**config.mk**
```make
export PLATFORM = sky130hd
export DESIGN_NAME = saturn_bus_arbiter
export DESIGN_NICKNAME = d
export VERILOG_FILES = /design/src/rtl/saturn_bus_arbiter.sv
export SDC_FILE = /design/constraint.sdc
export NUM_CORES = 1
export LEC_CHECK = 0
export CORE_UTILIZATION = 40
export DETAILED_ROUTE_END_ITERATION = 7
export DONT_BUFFER_PORTS = 1
export GPL_ROUTABILITY_DRIVEN = 0
export SETUP_SLACK_MARGIN = 0.1
export SLEW_MARGIN = 20
export SYNTH_ARGS = -nofsm -noshare
export SYNTH_HDL_FRONTEND = slang
export SYNTH_SLANG_ARGS = --single-unit
```
**constraint.sdc**
```tcl
create_clock -name i_clk -period 2.1 [get_ports i_clk]
set_input_delay 0.315 -clock i_clk [delete_from_list [all_inputs] [get_ports i_clk]]
set_output_delay 0.315 -clock i_clk [all_outputs]
set_load 0.005 [all_outputs]
```
**src/rtl/saturn_bus_arbiter.sv**
```systemverilog
// ============================================================================
// saturn_bus_arbiter
//   Nibble-bus arbiter and phase sequencer for NUM_DEV Saturn peripherals.
//   Optional multi-driver detection: define SATURN_BUS_CONFLICT_DETECT_EN.
// Revision: 1.0 - initial release
// ============================================================================
`default_nettype none

module saturn_bus_arbiter #(
  parameter int NUM_DEV = 4,
  parameter int PHASES  = 4,
  parameter int CTR_W   = 32,
  parameter int TIMEOUT = 16,
  localparam int SEL_W  = (NUM_DEV > 1) ? $clog2(NUM_DEV) : 1,
  localparam int PH_W   = (PHASES > 1) ? $clog2(PHASES) : 1
) (
  input  logic                 i_clk,
  input  logic                 i_reset,
  input  logic                 i_clk_en,
  input  logic                 i_stall,
  input  logic                 i_ctrl_bus_clk_en,
  input  logic                 i_ctrl_halt,
  input  logic [NUM_DEV-1:0]   i_dev_active,
  input  logic [4*NUM_DEV-1:0] i_dev_nibbles,
  output logic                 o_bus_clk_en,
  output logic [3:0]           o_nibble,
  output logic [SEL_W-1:0]     o_sel,
  output logic [PHASES-1:0]    o_phases,
  output logic [PH_W-1:0]      o_phase,
  output logic [CTR_W-1:0]     o_cycle_ctr,
  output logic                 o_timeout,
  output logic                 o_conflict,
  output logic [NUM_DEV-1:0]   o_conflict_mask,
  output logic                 o_halt
);

  localparam int IDLE_W = (TIMEOUT > 0) ? $clog2(TIMEOUT + 1) : 1;

  logic              w_bus_clk_en;
  logic              w_advance;
  logic              w_timeout;
  logic [SEL_W-1:0]  w_sel;
  logic [PH_W-1:0]   w_phase;
  logic [PHASES-1:0] r_phases;
  logic [CTR_W-1:0]  r_cycle_ctr;

  assign w_bus_clk_en = i_clk_en & i_ctrl_bus_clk_en;
  assign w_advance    = i_clk_en & ~i_stall & ~o_halt;

  // Later iterations overwrite earlier ones, so the highest active index wins.
  always_comb begin
    w_sel = '0;
    for (int k = 0; k < NUM_DEV; k++) begin
      if (i_dev_active[k]) w_sel = SEL_W'(k);
    end
  end

  always_comb begin
    w_phase = '0;
    for (int p = 0; p < PHASES; p++) begin
      if (r_phases[p]) w_phase = w_phase | PH_W'(p);
    end
  end

  always_ff @(posedge i_clk) begin
    if (i_reset) begin
      r_phases    <= PHASES'(1);
      r_cycle_ctr <= '0;
    end else if (w_advance) begin
      r_phases <= {r_phases[PHASES-2:0], r_phases[PHASES-1]};
      if (r_phases[PHASES-1]) r_cycle_ctr <= r_cycle_ctr + 1'b1;
    end
  end

  generate
    if (TIMEOUT > 0) begin : g_timeout
      localparam logic [IDLE_W-1:0] c_timeout_val = IDLE_W'(TIMEOUT);
      logic [IDLE_W-1:0] r_idle;
      logic              r_timeout;

      // Idle tracking follows bus-enabled clocks only; stall does not gate it.
      always_ff @(posedge i_clk) begin
        if (i_reset) begin
          r_idle    <= '0;
          r_timeout <= 1'b0;
        end else if (w_bus_clk_en) begin
          if (|i_dev_active) begin
            r_idle <= '0;
          end else if (r_idle != c_timeout_val) begin
            r_idle <= r_idle + 1'b1;
            if (r_idle == c_timeout_val - 1'b1) r_timeout <= 1'b1;
          end
        end
      end
      assign w_timeout = r_timeout;
    end else begin : g_no_timeout
      assign w_timeout = 1'b0;
    end
  endgenerate

`ifdef SATURN_BUS_CONFLICT_DETECT_EN
  logic               r_conflict;
  logic [NUM_DEV-1:0] r_conflict_mask;
  logic               w_multi;

  // x & (x-1) is nonzero exactly when two or more bits are set.
  assign w_multi = |(i_dev_active & (i_dev_active - 1'b1));

  always_ff @(posedge i_clk) begin
    if (i_reset) begin
      r_conflict      <= 1'b0;
      r_conflict_mask <= '0;
    end else if (w_bus_clk_en && w_multi && !r_conflict) begin
      r_conflict      <= 1'b1;
      r_conflict_mask <= i_dev_active;
    end
  end
  assign o_conflict      = r_conflict;
  assign o_conflict_mask = r_conflict_mask;
`else
  assign o_conflict      = 1'b0;
  assign o_conflict_mask = '0;
`endif

  assign o_bus_clk_en = w_bus_clk_en;
  assign o_sel        = w_sel;
  assign o_nibble     = i_dev_nibbles[{w_sel, 2'b00} +: 4];
  assign o_phases     = r_phases;
  assign o_phase      = w_phase;
  assign o_cycle_ctr  = r_cycle_ctr;
  assign o_timeout    = w_timeout;
  assign o_halt       = i_ctrl_halt | w_timeout | o_conflict;

endmodule

`default_nettype wire

```
==> flow_summary.html, run 1 <==
<table>
<tr><th>Metric</th><th>Value</th></tr>
<tr><th colspan="2">Outcome</th></tr>
<tr><td>Status</td><td>complete, no violations</td></tr>
<tr><th colspan="2">Synthesis</th></tr>
<tr><td>Mux share of post-synthesis cell area</td><td>3.64%</td></tr>
<tr><td>Fraction of synthesized cell area in xor and xnor cells</td><td>3.14%</td></tr>
<tr><td>Top cells by area, synth</td><td>sky130_fd_sc_hd__dfxtp_1 (38%), sky130_fd_sc_hd__a21oi_1 (7.8%), sky130_fd_sc_hd__o31ai_1 (5.7%)</td></tr>
<tr><td>Number of enable flip-flop cells after synthesis</td><td>0</td></tr>
<tr><td>Post-synthesis cell type count</td><td>39</td></tr>
<tr><td>Mapped Cells</td><td>276</td></tr>
<tr><td>Summed instance area of the synthesized netlist</td><td>0.00223 mm2</td></tr>
<tr><td>Simple logic cell fraction of the synthesized area</td><td>30.0%</td></tr>
<tr><td>Top cell type by total area after synthesis</td><td>sky130_fd_sc_hd__dfxtp_1</td></tr>
<tr><td>Register bit count reported by yosys</td><td>42</td></tr>
<tr><td>Main combinational cell family by area after synthesis</td><td>simple AND/OR/NAND/NOR gates</td></tr>
<tr><td>Sequential area share after synthesis</td><td>37.6%</td></tr>
<tr><td>Mean post-synth cell area</td><td>8.10 um2</td></tr>
<tr><td>Compound-gate portion of the synthesized area</td><td>17.4%</td></tr>
<tr><td>Dominant register cell in the synthesized netlist</td><td>sky130_fd_sc_hd__dfxtp_1</td></tr>
<tr><td>Proportion of netlist area held by the largest area contributor</td><td>37.6%</td></tr>
<tr><td>Yosys warnings</td><td>0</td></tr>
<tr><td>Async set-or-reset flop fraction in the synthesized netlist</td><td>0%</td></tr>
<tr><td>Adder and majority gate portion of the synthesized area</td><td>2.24%</td></tr>
<tr><th colspan="2">Worst setup path</th></tr>
<tr><td>Worst Path Arrival</td><td>2140 ps</td></tr>
<tr><td>Critical Path End Type</td><td>register</td></tr>
<tr><td>Startpoint Class</td><td>register</td></tr>
<tr><td>Worst Setup Path Type</td><td>register to register</td></tr>
<tr><td>Data required time of the critical path</td><td>2330 ps</td></tr>
<tr><td>Maximum fanout along the worst path</td><td>8</td></tr>
<tr><th colspan="2">Routing</th></tr>
<tr><td>Via total after detailed routing</td><td>2,026</td></tr>
<tr><td>Routed WL</td><td>5.26 mm</td></tr>
<tr><td>Count of unresolved DRC violations after routing</td><td>0</td></tr>
<tr><td>Number of violations reported at the end of detailed-routing iteration 0</td><td>161</td></tr>
<tr><td>Number of antenna-violating nets in the routed design</td><td>0</td></tr>
<tr><td>Post-detailed-route via-to-cell ratio</td><td>5.68</td></tr>
<tr><td>Total iterations of the first detailed-routing run</td><td>4</td></tr>
<tr><td>Detail-routed net length per standard cell</td><td>14.7 um</td></tr>
<tr><th colspan="2">Timing</th></tr>
<tr><td>Setup-violating endpoint count in the final report</td><td>0</td></tr>
<tr><td>Max Fclk</td><td>0.525 GHz</td></tr>
<tr><td>Post-route minimum period</td><td>1910 ps</td></tr>
<tr><td>Worst clock skew</td><td>5.49 ps</td></tr>
<tr><td>Number of pins with negative max-slew slack in the final report</td><td>0</td></tr>
<tr><td>Hold violation count in the final report</td><td>0</td></tr>
<tr><td>Crit share post-route</td><td>90.7%</td></tr>
<tr><td>Worst-case hold slack</td><td>84.5 ps</td></tr>
<tr><td>Setup repair after global routing missed its margin</td><td>no</td></tr>
<tr><td>Final setup slack of the worst path</td><td>195 ps</td></tr>
<tr><td>Total Negative Setup Slacks</td><td>0 ps</td></tr>
<tr><th colspan="2">Power</th></tr>
<tr><td>Reg power frac</td><td>57.2%</td></tr>
<tr><td>Proportion of power drawn by combinational gates</td><td>3.5%</td></tr>
<tr><td>Overall power of the completed layout</td><td>1.41 mW</td></tr>
<tr><td>Net Sw Frac</td><td>22.6%</td></tr>
<tr><td>Switching Power</td><td>0.318 mW</td></tr>
<tr><td>Clock group share of total power</td><td>39.3%</td></tr>
<tr><td>Int Power</td><td>1.09 mW</td></tr>
<tr><td>VDD IR max</td><td>353 uV</td></tr>
<tr><td>Power density of the placed cells</td><td>558 mW/mm2</td></tr>
<tr><td>Leakage power</td><td>0.872 nW</td></tr>
<tr><th colspan="2">Clock tree</th></tr>
<tr><td>CTS tree</td><td>done</td></tr>
<tr><td>Number of sinks handled by clock tree synthesis</td><td>42</td></tr>
<tr><td>Buffer type at the clock tree root</td><td>sky130_fd_sc_hd__clkbuf_8</td></tr>
<tr><td>H-tree levels</td><td>2</td></tr>
<tr><td>TritonCTS Buffers</td><td>5</td></tr>
<tr><td>Worst-skew pair later-pin latency</td><td>290 ps</td></tr>
<tr><td>CTS max path bufs</td><td>2</td></tr>
<tr><td>Clock input transition at the sequential cells of the worst setup and hold paths</td><td>80 ps</td></tr>
<tr><th colspan="2">Placement</th></tr>
<tr><td>Pre-CTS setup slack</td><td>108 ps</td></tr>
<tr><td>Instance count after placement with tap cells included</td><td>348</td></tr>
<tr><td># port buffers</td><td>0</td></tr>
<tr><td>Post-detailed-placement half-perimeter wirelength</td><td>3.63 mm</td></tr>
<tr><th colspan="2">Cells and area</th></tr>
<tr><td>Layout cells sized above 1</td><td>16.0%</td></tr>
<tr><td>Filler-free cell count of the finished design</td><td>357</td></tr>
<tr><td>Count of antenna diodes in the layout</td><td>0</td></tr>
<tr><td>Final net count</td><td>316</td></tr>
<tr><td>Layout overhead on the synthesized area</td><td>12.6%</td></tr>
<tr><td>Most frequent cells in the layout</td><td>sky130_fd_sc_hd__dfxtp_1 (38), sky130_fd_sc_hd__a21oi_1 (35), sky130_fd_sc_hd__nand2_1 (23)</td></tr>
<tr><td>Most common cell after layout, fill and taps aside</td><td>sky130_fd_sc_hd__dfxtp_1</td></tr>
<tr><th colspan="2">Global route</th></tr>
<tr><td>Number of global-route vias before repair</td><td>1,786</td></tr>
<tr><td>Global Route Usage Sum</td><td>18.3%</td></tr>
<tr><td>Maximum number of pins on one net before global-route repair</td><td>42</td></tr>
<tr><td>GRT Residual Overflow</td><td>0</td></tr>
<tr><td>Initial antenna violation count</td><td>0</td></tr>
<tr><td>Global-route wire length before repair</td><td>8.80 mm</td></tr>
<tr><th colspan="2">Floorplan</th></tr>
<tr><td>Die area</td><td>0.00589 mm2</td></tr>
<tr><td>Die extent in y</td><td>76.7 um</td></tr>
<tr><td>Cell Rows</td><td>26</td></tr>
<tr><td>I/O pin total</td><td>78</td></tr>
<tr><td>Starting Density</td><td>42.7%</td></tr>
<tr><td>Width of the chip</td><td>76.7 um</td></tr>
<tr><td>Core Region</td><td>0.00524 mm2</td></tr>
<tr><th colspan="2">Flow run</th></tr>
<tr><td>Total of max-cap violations</td><td>0</td></tr>
<tr><th colspan="2">Worst hold path</th></tr>
<tr><td>Type of the tightest min-delay check</td><td>input pin to register</td></tr>
</table>
[cell families after synthesis]
logic type                 Yosys count
DFF                                 42
other                                1
buffers and inverters               29
muxes                                8
and+or+nand+nor                    116
adders and majority gates            4
AOI/OAI and AO/OA                   68
xor gates and xnor gates             8
[power by group through the flow]
stage          Combinational (mW)  Sequential (mW)  Clock (mW)
2_1_floorplan              0.0626            0.822           0
3_3_place_gp               0.0469            0.823           0
3_5_place_dp               0.0478            0.823           0
4_1_cts                    0.0481            0.804       0.571
5_1_grt                    0.0554            0.805       0.600
6_report                   0.0487            0.804       0.553
[metrics by stage]
step / util [%] / instance area (um2)
after CTS: 47.6 / 2490
after detailed placement: 45.7 / 2390
after floorplan: - / 2250
after global placement: 45.7 / 2390
final: 48.0 / 2520
after global routing: 48.0 / 2520
[synth_stat cells, drive strengths merged (4+ instances only)]
| library cell | instances |
|---|---|
| clkbuf | 13 |
| buf | 8 |
| and3 | 6 |
| and4 | 4 |
| inv | 8 |
| a21oi | 35 |
| ha | 4 |
| xor2 | 7 |
| mux2i | 7 |
| o21ai | 13 |
| dfxtp | 42 |
| and2 | 5 |
| nand3 | 11 |
| nand4 | 11 |
| or2 | 4 |
| nand2 | 23 |
| or3 | 10 |
| nor2 | 18 |
| o31ai | 17 |
| or4 | 17 |
[timing repair]
item	in CTS	in global routing
pin swaps	0	5
hold buffers	0	0
resized for setup	1	7
endpoints found under the hold margin	0	0
buffers inserted	0	1
endpoints found under the setup margin	1	5
[path summary, 6_finish.rpt]
path,from,end,slack (ps),cells after the start
worst min-delay path,i_reset,o_cycle_ctr[22],80,1
worst max register to register,o_cycle_ctr[1],o_cycle_ctr[28],190,5
worst max-delay path,o_cycle_ctr[1],o_cycle_ctr[28],190,5
worst min register to register,o_cycle_ctr[14],o_cycle_ctr[14],500,2
[routing by layer]
layer	routed length, um	share of wire (%)	global-route usage [%]	up-vias
met2	2430	46	28.6	52
met5	0	0	0	-
met4	53	1.0	6.35	0
met1	2470	47	23.9	943
li1	-	-	-	1026
met3	305	5.8	5.24	5
[area by class of cell]
cell class / instances / area, um2
clock buffer: 6 / 82.6
clock inverter: 2 / 12.5
fill: 527 / 2720
inverter: 8 / 30.0
multi-input combinational: 209 / 1290
sequential: 42 / 846
tap: 70 / 87.6
timing repair buffer: 20 / 163
[state kept, by name (all words and copies together) (netlist names)]
register and count:
o_cycle_ctr 32, g_timeout.r_idle 5, o_phases 4, o_timeout 1
[worst max-delay path, stage by stage, from the launching register on]
cell and delay, ps:
sky130_fd_sc_hd__dfxtp_1 340, sky130_fd_sc_hd__ha_2 180, sky130_fd_sc_hd__nand4_1 100, sky130_fd_sc_hd__or4b_4 590, sky130_fd_sc_hd__or4_1 480, sky130_fd_sc_hd__a21oi_1 140
Note: power is estimated with default switching activity, not from simulation.
==> run 2, diff against run 1 <==
- ABC_AREA: unset -> 1
- GPL_TIMING_DRIVEN: unset -> 0
==> run 2 against run 1 <==
Against the previous run: die area grew 17%; utilization shrank 2.7 points; area after synthesis grew 17%; clock skew grew 2.3 ps; clock power grew 46%; via count grew 19%; largest cell class unchanged; largest power group unchanged; highest routed layer unchanged.
==> flow_summary.html, run 2 <==
<table>
<tr><th>Metric</th><th>Value</th></tr>
<tr><th colspan="2">Timing</th></tr>
<tr><td>Worst max-slew margin expressed relative to the limit</td><td>55.7%</td></tr>
<tr><td>Crit share post-route</td><td>75.6% (was 90.7%)</td></tr>
<tr><td>Hold violation count in the final report</td><td>0 (unchanged)</td></tr>
<tr><td>Max Fclk</td><td>0.630 GHz (was 0.525 GHz)</td></tr>
<tr><td>Post-route minimum period</td><td>1590 ps (was 1910 ps)</td></tr>
<tr><td>Number of pins with negative max-slew slack in the final report</td><td>0 (unchanged)</td></tr>
<tr><td>Tightest Pin Transition</td><td>664 ps</td></tr>
<tr><td>Setup repair after global routing missed its margin</td><td>no (unchanged)</td></tr>
<tr><td>Worst clock skew</td><td>7.77 ps (was 5.49 ps)</td></tr>
<tr><td>Total Negative Setup Slacks</td><td>0 ps (unchanged)</td></tr>
<tr><td>Setup-violating endpoint count in the final report</td><td>0 (unchanged)</td></tr>
<tr><th colspan="2">Synthesis</th></tr>
<tr><td>Dominant register cell in the synthesized netlist</td><td>sky130_fd_sc_hd__dfxtp_1 (unchanged)</td></tr>
<tr><td>Summed instance area of the synthesized netlist</td><td>0.00262 mm2 (was 0.00223 mm2)</td></tr>
<tr><td>Most numerous cell in the Yosys netlist</td><td>sky130_fd_sc_hd__nand2_1 (was sky130_fd_sc_hd__dfxtp_1)</td></tr>
<tr><td>Proportion of netlist area held by the largest area contributor</td><td>32.1% (was 37.6%)</td></tr>
<tr><td>Top cell type by total area after synthesis</td><td>sky130_fd_sc_hd__dfxtp_1 (unchanged)</td></tr>
<tr><td>Mapped Cells</td><td>392 (was 276)</td></tr>
<tr><td>Register bit count reported by yosys</td><td>42 (unchanged)</td></tr>
<tr><td>Post-synthesis cell type count</td><td>37 (was 39)</td></tr>
<tr><td>Async set-or-reset flop fraction in the synthesized netlist</td><td>0% (unchanged)</td></tr>
<tr><td>Number of enable flip-flop cells after synthesis</td><td>0 (unchanged)</td></tr>
<tr><td>Most numerous cell types in the synthesized netlist</td><td>sky130_fd_sc_hd__nand2_1 (82), sky130_fd_sc_hd__nor2_1 (71), sky130_fd_sc_hd__inv_1 (52) (was sky130_fd_sc_hd__dfxtp_1 (42), sky130_fd_sc_hd__a21oi_1 (35), sky130_fd_sc_hd__nand2_1 (23))</td></tr>
<tr><td>Mean post-synth cell area</td><td>6.69 um2 (was 8.10 um2)</td></tr>
<tr><td>Yosys warnings</td><td>0 (unchanged)</td></tr>
<tr><td>Sequential area share after synthesis</td><td>32.1% (was 37.6%)</td></tr>
<tr><td>Top cells by area, synth</td><td>sky130_fd_sc_hd__dfxtp_1 (32%), sky130_fd_sc_hd__nand2_1 (12%), sky130_fd_sc_hd__nor2_1 (10%) (was sky130_fd_sc_hd__dfxtp_1 (38%), sky130_fd_sc_hd__a21oi_1 (7.8%), sky130_fd_sc_hd__o31ai_1 (5.7%))</td></tr>
<tr><th colspan="2">Global route</th></tr>
<tr><td>Number of global-route vias before repair</td><td>2,245 (was 1,786)</td></tr>
<tr><td>Initial antenna violation count</td><td>0 (unchanged)</td></tr>
<tr><td>GRT Residual Overflow</td><td>0 (unchanged)</td></tr>
<tr><td>Global-route wire length before repair</td><td>10.3 mm (was 8.80 mm)</td></tr>
<tr><td>Maximum number of pins on one net before global-route repair</td><td>14 (was 42)</td></tr>
<tr><td>Global Route Usage Sum</td><td>18.5% (was 18.3%)</td></tr>
<tr><th colspan="2">Clock tree</th></tr>
<tr><td>Setup Buffers After CTS</td><td>0 (unchanged)</td></tr>
<tr><td>Number of buffers inserted for hold repair after clock tree synthesis</td><td>0 (unchanged)</td></tr>
<tr><td>H-tree levels</td><td>2 (unchanged)</td></tr>
<tr><td>CTS max path bufs</td><td>2 (unchanged)</td></tr>
<tr><td>Number of sinks handled by clock tree synthesis</td><td>42 (unchanged)</td></tr>
<tr><td>Number of gates given a new drive strength after cts</td><td>0 (was 1)</td></tr>
<tr><td>TritonCTS Buffers</td><td>5 (unchanged)</td></tr>
<tr><td>Clock input transition at the sequential cells of the worst setup and hold paths</td><td>90 ps (was 80 ps)</td></tr>
<tr><td>Worst-skew pair later-pin latency</td><td>300 ps (was 290 ps)</td></tr>
<tr><td>CTS tree</td><td>done (unchanged)</td></tr>
<tr><td>Buffer type at the clock tree root</td><td>sky130_fd_sc_hd__clkbuf_8 (unchanged)</td></tr>
<tr><th colspan="2">Routing</th></tr>
<tr><td>Detail-routed net length per standard cell</td><td>12.7 um (was 14.7 um)</td></tr>
<tr><td>Number of violations reported at the end of detailed-routing iteration 0</td><td>95 (was 161)</td></tr>
<tr><td>Routed WL</td><td>6.12 mm (was 5.26 mm)</td></tr>
<tr><td>Post-detailed-route via-to-cell ratio</td><td>5.02 (was 5.68)</td></tr>
<tr><td>Post-route met1 wirelength</td><td>2.86 mm (was 2.47 mm)</td></tr>
<tr><td>Number of antenna-violating nets in the routed design</td><td>0 (unchanged)</td></tr>
<tr><td>Uppermost routed layer</td><td>met4 (unchanged)</td></tr>
<tr><td>Via total after detailed routing</td><td>2,413 (was 2,026)</td></tr>
<tr><td>Count of unresolved DRC violations after routing</td><td>0 (unchanged)</td></tr>
<tr><td>Detailed-routed wire length on met3</td><td>413 um (was 305 um)</td></tr>
<tr><td>Total iterations of the first detailed-routing run</td><td>4 (unchanged)</td></tr>
<tr><td>Metal2 WL</td><td>2.81 mm (was 2.43 mm)</td></tr>
<tr><th colspan="2">Cells and area</th></tr>
<tr><td>Final net count</td><td>433 (was 316)</td></tr>
<tr><td>Layout overhead on the synthesized area</td><td>9.69% (was 12.6%)</td></tr>
<tr><td>Fillcell total</td><td>685 (was 527)</td></tr>
<tr><td>Area of all placed cells without fillers</td><td>0.00288 mm2 (was 0.00252 mm2)</td></tr>
<tr><td>Most frequent cells in the layout</td><td>sky130_fd_sc_hd__nand2_1 (82), sky130_fd_sc_hd__nor2_1 (71), sky130_fd_sc_hd__inv_1 (52) (was sky130_fd_sc_hd__dfxtp_1 (38), sky130_fd_sc_hd__a21oi_1 (35), sky130_fd_sc_hd__nand2_1 (23))</td></tr>
<tr><td>Layout cells sized above 1</td><td>13.6% (was 16.0%)</td></tr>
<tr><td>Flip-flop count of the largest register after layout</td><td>32 (unchanged)</td></tr>
<tr><td>Most common cell after layout, fill and taps aside</td><td>sky130_fd_sc_hd__nand2_1 (was sky130_fd_sc_hd__dfxtp_1)</td></tr>
<tr><td>Post-layout util</td><td>45.3% (was 48.0%)</td></tr>
<tr><td>Filler-free cell count of the finished design</td><td>481 (was 357)</td></tr>
<tr><td>Count of antenna diodes in the layout</td><td>0 (unchanged)</td></tr>
<tr><th colspan="2">Outcome</th></tr>
<tr><td>Status</td><td>complete, no violations (unchanged)</td></tr>
<tr><th colspan="2">Worst setup path</th></tr>
<tr><td>Maximum fanout along the worst path</td><td>10 (was 8)</td></tr>
<tr><td>Critical path buffer and inverter count</td><td>2 (was 0)</td></tr>
<tr><td>Data required time of the critical path</td><td>2300 ps (was 2330 ps)</td></tr>
<tr><td>Worst Path Arrival</td><td>1780 ps (was 2140 ps)</td></tr>
<tr><td>Critical Path End Type</td><td>register (unchanged)</td></tr>
<tr><td>CP top delay family</td><td>simple AND/OR/NAND/NOR gates (unchanged)</td></tr>
<tr><td>Critical Path Slowest Stage Cell</td><td>sky130_fd_sc_hd__dfxtp_1 (was sky130_fd_sc_hd__or4b_4)</td></tr>
<tr><td>Cell type with the highest occurrence count on the critical path</td><td>sky130_fd_sc_hd__nor2_4</td></tr>
<tr><td>Critical-path cell list</td><td>ha_1 -&gt; inv_1 -&gt; nor2_4 -&gt; nand2_2 -&gt; nor2_4 -&gt; buf_6 -&gt; nand2_1 -&gt; o21ai_1 -&gt; a21oi_1 (was ha_2 -&gt; nand4_1 -&gt; or4b_4 -&gt; or4_1 -&gt; a21oi_1)</td></tr>
<tr><td>Startpoint Class</td><td>register (unchanged)</td></tr>
<tr><td>Worst Setup Path Type</td><td>register to register (unchanged)</td></tr>
<tr><td>Setup slack of the worst register-to-register path</td><td>510 ps (was 190 ps)</td></tr>
<tr><td>Critical path's largest stage delay</td><td>410 ps (was 590 ps)</td></tr>
<tr><th colspan="2">Floorplan</th></tr>
<tr><td>Core Region</td><td>0.00635 mm2 (was 0.00524 mm2)</td></tr>
<tr><td>I/O pin total</td><td>78 (unchanged)</td></tr>
<tr><td>Width of the chip</td><td>83.0 um (was 76.7 um)</td></tr>
<tr><td>Starting Density</td><td>41.3% (was 42.7%)</td></tr>
<tr><td>Cell Rows</td><td>29 (was 26)</td></tr>
<tr><td>Die area</td><td>0.00688 mm2 (was 0.00589 mm2)</td></tr>
<tr><td>Die extent in y</td><td>83.0 um (was 76.7 um)</td></tr>
<tr><th colspan="2">Placement</th></tr>
<tr><td>Post-detailed-placement half-perimeter wirelength</td><td>4.86 mm (was 3.63 mm)</td></tr>
<tr><td># port buffers</td><td>0 (unchanged)</td></tr>
<tr><td>Instance count after placement with tap cells included</td><td>473 (was 348)</td></tr>
<tr><td>Area post-placement</td><td>0.00273 mm2 (was 0.00239 mm2)</td></tr>
<tr><th colspan="2">Power</th></tr>
<tr><td>Leakage power</td><td>1.08 nW (was 0.872 nW)</td></tr>
<tr><td>VDD IR max</td><td>427 uV (was 353 uV)</td></tr>
<tr><td>Power density of the placed cells</td><td>599 mW/mm2 (was 558 mW/mm2)</td></tr>
<tr><th colspan="2">Worst hold path</th></tr>
<tr><td>Type of the tightest min-delay check</td><td>input pin to register (unchanged)</td></tr>
<tr><th colspan="2">Flow run</th></tr>
<tr><td>Total of max-cap violations</td><td>0 (unchanged)</td></tr>
</table>
[run 2: final timing paths]
path,depth (start not counted),to,start
min reg2reg,2,g_timeout.r_idle[0],g_timeout.r_idle[0]
max reg2reg,9,o_cycle_ctr[16],o_cycle_ctr[1]
min,2,o_cycle_ctr[7],i_reset
max,9,o_cycle_ctr[16],o_cycle_ctr[1]
[run 2: cells by family (layout without fill, tap and decap cells)]
kind of cell / count (synthesis) / after routing / share of synthesized area, %
compound gates: 47 / 47 / 9.83
fa+ha+maj: 4 / 4 / 1.91
flops: 42 / 42 / 32.1
other cells: 1 / 5 / 0.143
buf+inv: 67 / 75 / 11.5
simple gates: 228 / 228 / 43.5
xor+xnor: 3 / 3 / 1.00
[run 2: final cells by class]
cell class / instances / area (um2) / area share (%)
multi-input combinational: 287 / 1490 / 51.9
inverter: 56 / 210 / 7.31
tap: 77 / 96.3 / 3.35
clock buffer: 6 / 82.6 / 2.87
clock inverter: 2 / 60.1 / 2.09
buffer: 11 / 92.6 / 3.22
sequential: 42 / 841 / 29.2
[run 2: power breakdown]
part           switching (mW)  leakage (nW)  internal [mW]
clock network           0.298        0.0714          0.508
registers             0.00830         0.339          0.805
logic                  0.0668         0.668         0.0386
[run 2: metrics by stage]
stage	worst slack (ps)	total power, mW	hold slack [ps]
final	513	1.72	161
after CTS	503	1.74	154
after floorplan	725	0.917	454
after global placement	535	0.935	468
after global routing	356	1.79	156
after detailed placement	523	0.938	476
[run 2: worst reg2reg max path, delay by kind of cell, from the launching register on]
family | cells | cell delay (ps)
fa+ha+maj | 1 | 200
flops | 1 | 410
buf+inv | 2 | 230
compound gates | 2 | 190
simple gates | 4 | 460
[run 2: metal layers]
| layer | track usage [%] | vias up |
|---|---|---|
| met5 | 0 | - |
| met4 | 4.70 | 0 |
| met3 | 4.57 | 5 |
| met2 | 32.0 | 84 |
| met1 | 23.0 | 1060 |
| li1 | - | 1264 |
==> run 3, diff against run 2 <==
- clock period: 2.1 -> 1.5 ns (I/O delays scaled with it)
==> run 3 against run 2 <==
Against the previous run: clock-buffer cell count stayed put; sequential cell count stayed put; die area stayed put.
==> flow_summary.html, run 3 (synthesis results as in run 2) <==
<table>
<tr><th>Metric</th><th>Value</th></tr>
<tr><th colspan="2">Outcome</th></tr>
<tr><td>Status</td><td>complete, no violations (unchanged)</td></tr>
<tr><th colspan="2">Routing</th></tr>
<tr><td>Total iterations of the first detailed-routing run</td><td>4 (unchanged)</td></tr>
<tr><td>Via total after detailed routing</td><td>2,464 (was 2,413)</td></tr>
<tr><td>Number of violations reported at the end of detailed-routing iteration 0</td><td>130 (was 95)</td></tr>
<tr><td>Number of antenna-violating nets in the routed design</td><td>0 (unchanged)</td></tr>
<tr><td>Count of unresolved DRC violations after routing</td><td>0 (unchanged)</td></tr>
<tr><td>Detail-routed net length per standard cell</td><td>12.9 um (was 12.7 um)</td></tr>
<tr><td>Post-detailed-route via-to-cell ratio</td><td>5.04 (was 5.02)</td></tr>
<tr><td>Routed WL</td><td>6.30 mm (was 6.12 mm)</td></tr>
<tr><th colspan="2">Timing</th></tr>
<tr><td>Number of pins with negative max-slew slack in the final report</td><td>0 (unchanged)</td></tr>
<tr><td>Tightest Pin Transition</td><td>660 ps (was 664 ps)</td></tr>
<tr><td>Crit share post-route</td><td>95.5% (was 75.6%)</td></tr>
<tr><td>Max Fclk</td><td>0.698 GHz (was 0.630 GHz)</td></tr>
<tr><td>Setup-violating endpoint count in the final report</td><td>0 (unchanged)</td></tr>
<tr><td>Setup repair after global routing missed its margin</td><td>yes (was no)</td></tr>
<tr><td>Total Negative Setup Slacks</td><td>0 ps (unchanged)</td></tr>
<tr><td>Worst-case hold slack</td><td>63.3 ps (was 161 ps)</td></tr>
<tr><td>Worst max-slew margin expressed relative to the limit</td><td>56.0% (was 55.7%)</td></tr>
<tr><td>Hold violation count in the final report</td><td>0 (unchanged)</td></tr>
<tr><td>Final setup slack of the worst path</td><td>67.2 ps (was 513 ps)</td></tr>
<tr><td>Worst clock skew</td><td>7.49 ps (was 7.77 ps)</td></tr>
<tr><td>Post-route minimum period</td><td>1430 ps (was 1590 ps)</td></tr>
<tr><th colspan="2">Worst setup path</th></tr>
<tr><td>Maximum fanout along the worst path</td><td>5 (was 10)</td></tr>
<tr><td>Worst Setup Path Type</td><td>register to register (unchanged)</td></tr>
<tr><td>Setup slack of the worst register-to-register path</td><td>70 ps (was 510 ps)</td></tr>
<tr><td>Critical Path Slowest Stage Cell</td><td>sky130_fd_sc_hd__dfxtp_4 (was sky130_fd_sc_hd__dfxtp_1)</td></tr>
<tr><td>Critical path's largest stage delay</td><td>390 ps (was 410 ps)</td></tr>
<tr><td>Critical Path End Type</td><td>register (unchanged)</td></tr>
<tr><td>Worst Path Arrival</td><td>1630 ps (was 1780 ps)</td></tr>
<tr><td>Critical-path cell list</td><td>ha_4 -&gt; inv_2 -&gt; nor2_4 -&gt; nand2_2 -&gt; nor2_4 -&gt; buf_6 -&gt; nand2_2 -&gt; o21ai_1 -&gt; a21oi_1 (was ha_1 -&gt; inv_1 -&gt; nor2_4 -&gt; nand2_2 -&gt; nor2_4 -&gt; buf_6 -&gt; nand2_1 -&gt; o21ai_1 -&gt; a21oi_1)</td></tr>
<tr><td>Startpoint Class</td><td>register (unchanged)</td></tr>
<tr><td>Data required time of the critical path</td><td>1700 ps (was 2300 ps)</td></tr>
<tr><th colspan="2">Global route</th></tr>
<tr><td>Global Route Usage Sum</td><td>18.6% (was 18.5%)</td></tr>
<tr><td>Fraction of met3 tracks used by global routing</td><td>4.47% (was 4.57%)</td></tr>
<tr><td>Number of global-route vias before repair</td><td>2,243 (was 2,245)</td></tr>
<tr><td>Initial antenna violation count</td><td>0 (unchanged)</td></tr>
<tr><td>Grt peak-use layer</td><td>met2 (unchanged)</td></tr>
<tr><td>Global-route wire length before repair</td><td>10.4 mm (was 10.3 mm)</td></tr>
<tr><td>Met1 track utilization from global routing</td><td>23.2% (was 23.0%)</td></tr>
<tr><td>M2 GR Usage</td><td>32.0% (unchanged)</td></tr>
<tr><td>GRT Residual Overflow</td><td>0 (unchanged)</td></tr>
<tr><td>Maximum number of pins on one net before global-route repair</td><td>14 (unchanged)</td></tr>
<tr><th colspan="2">Cells and area</th></tr>
<tr><td>Fillcell total</td><td>663 (was 685)</td></tr>
<tr><td>Layout cells sized above 1</td><td>27.2% (was 13.6%)</td></tr>
<tr><td>Flip-flop count of the largest register after layout</td><td>32 (unchanged)</td></tr>
<tr><td>Combined area of the multi-input logic cells</td><td>0.00159 mm2 (was 0.00149 mm2)</td></tr>
<tr><td>Layout overhead on the synthesized area</td><td>18.0% (was 9.69%)</td></tr>
<tr><td>Area of all placed cells without fillers</td><td>0.00310 mm2 (was 0.00288 mm2)</td></tr>
<tr><td>Final net count</td><td>441 (was 433)</td></tr>
<tr><td>FF/Latch Area</td><td>895 um2 (was 841 um2)</td></tr>
<tr><td>Filler-free cell count of the finished design</td><td>489 (was 481)</td></tr>
<tr><td>Most common cell after layout, fill and taps aside</td><td>sky130_fd_sc_hd__nand2_1 (unchanged)</td></tr>
<tr><td>Count of antenna diodes in the layout</td><td>0 (unchanged)</td></tr>
<tr><td>Post-layout util</td><td>48.7% (was 45.3%)</td></tr>
<tr><td>Most frequent cells in the layout</td><td>sky130_fd_sc_hd__nand2_1 (77), sky130_fd_sc_hd__nor2_1 (62), sky130_fd_sc_hd__inv_1 (49) (was sky130_fd_sc_hd__nand2_1 (82), sky130_fd_sc_hd__nor2_1 (71), sky130_fd_sc_hd__inv_1 (52))</td></tr>
<tr><th colspan="2">Power</th></tr>
<tr><td>Switching Power</td><td>0.532 mW (was 0.373 mW)</td></tr>
<tr><td>Reg power frac</td><td>46.6% (was 47.2%)</td></tr>
<tr><td>Net Sw Frac</td><td>22.0% (was 21.7%)</td></tr>
<tr><td>VDD IR max</td><td>606 uV (was 427 uV)</td></tr>
<tr><td>Int Power</td><td>1.89 mW (was 1.35 mW)</td></tr>
<tr><td>Clock group share of total power</td><td>46.7% (about the same)</td></tr>
<tr><td>Power density of the placed cells</td><td>782 mW/mm2 (was 599 mW/mm2)</td></tr>
<tr><td>Proportion of power drawn by combinational gates</td><td>6.7% (was 6.1%)</td></tr>
<tr><td>Leakage power</td><td>1.14 nW (was 1.08 nW)</td></tr>
<tr><td>Overall power of the completed layout</td><td>2.42 mW (was 1.72 mW)</td></tr>
<tr><th colspan="2">Floorplan</th></tr>
<tr><td>Width of the chip</td><td>83.0 um (unchanged)</td></tr>
<tr><td>I/O pin total</td><td>78 (unchanged)</td></tr>
<tr><td>Starting Density</td><td>41.3% (unchanged)</td></tr>
<tr><td>Cell Rows</td><td>29 (unchanged)</td></tr>
<tr><td>Core Region</td><td>0.00635 mm2 (unchanged)</td></tr>
<tr><td>Die extent in y</td><td>83.0 um (unchanged)</td></tr>
<tr><td>Die area</td><td>0.00688 mm2 (unchanged)</td></tr>
<tr><th colspan="2">Placement</th></tr>
<tr><td>Area post-placement</td><td>0.00273 mm2 (unchanged)</td></tr>
<tr><td>Instance count after placement with tap cells included</td><td>473 (unchanged)</td></tr>
<tr><td>Pre-CTS setup slack</td><td>-76.8 ps (was 523 ps)</td></tr>
<tr><td># port buffers</td><td>0 (unchanged)</td></tr>
<tr><td>Post-detailed-placement half-perimeter wirelength</td><td>4.86 mm (unchanged)</td></tr>
<tr><th colspan="2">Clock tree</th></tr>
<tr><td>H-tree levels</td><td>2 (unchanged)</td></tr>
<tr><td>TritonCTS Buffers</td><td>5 (unchanged)</td></tr>
<tr><td>Clock input transition at the sequential cells of the worst setup and hold paths</td><td>90 ps (about the same)</td></tr>
<tr><td>Buffer type at the clock tree root</td><td>sky130_fd_sc_hd__clkbuf_8 (unchanged)</td></tr>
<tr><td>Number of buffers inserted for hold repair after clock tree synthesis</td><td>0 (unchanged)</td></tr>
<tr><td>CTS tree</td><td>done (unchanged)</td></tr>
<tr><td>Number of sinks handled by clock tree synthesis</td><td>42 (unchanged)</td></tr>
<tr><td>CTS max path bufs</td><td>2 (unchanged)</td></tr>
<tr><td>Worst-skew pair later-pin latency</td><td>300 ps (about the same)</td></tr>
<tr><th colspan="2">Worst hold path</th></tr>
<tr><td>Type of the tightest min-delay check</td><td>input pin to register (unchanged)</td></tr>
<tr><th colspan="2">Flow run</th></tr>
<tr><td>Total of max-cap violations</td><td>0 (unchanged)</td></tr>
</table>
run 3: path summary, 6_finish.rpt:
| kind | from | to | cells after the start |
|---|---|---|---|
| hold / removal | i_reset | o_cycle_ctr[2] | 2 |
| setup / recovery | o_cycle_ctr[1] | o_cycle_ctr[16] | 9 |
| hold reg to reg | o_cycle_ctr[6] | o_cycle_ctr[6] | 2 |
| setup reg to reg | o_cycle_ctr[1] | o_cycle_ctr[16] | 9 |
run 3: routing by layer:
layer	wire length, um	part of all wire, %
met2	2920	46
met4	79	1.3
met3	415	6.6
met5	0	0
met1	2890	46
run 3: what timing repair did:
| item | in CTS | in global routing |
|---|---|---|
| pin swaps | 6 | 18 |
| gates resized for setup | 26 | 44 |
| buffers inserted | 1 | 6 |
| gates cloned | 1 | 0 |
| endpoints found under the setup margin | 23 | 30 |
run 3: layout make-up:
type	count	share of cell area (%)
Clock inverter	2	1.94
Buffer	11	3.27
Clock buffer	6	2.67
Timing Repair Buffer	8	1.94
Sequential cell	42	28.9
Inverter	56	6.79
Tap cell	77	3.11
Multi-Input combinational cell	287	51.4
run 3: power by group through the flow:
stage | clock network (mW) | registers (mW) | logic [mW]
2_1_floorplan | 0 | 1.16 | 0.122
3_3_place_gp | 0 | 1.16 | 0.145
3_5_place_dp | 0 | 1.16 | 0.149
4_1_cts | 1.15 | 1.13 | 0.150
5_1_grt | 1.19 | 1.13 | 0.185
6_report | 1.13 | 1.13 | 0.162
run 3: worst max-delay path, delay by kind of cell (launching register included):
family,cells,cell delay (ps)
DFF,1,390
AOI/OAI and AO/OA,2,190
adders and majority gates,1,140
and+or+nand+nor,4,440
buffers and inverters,2,180
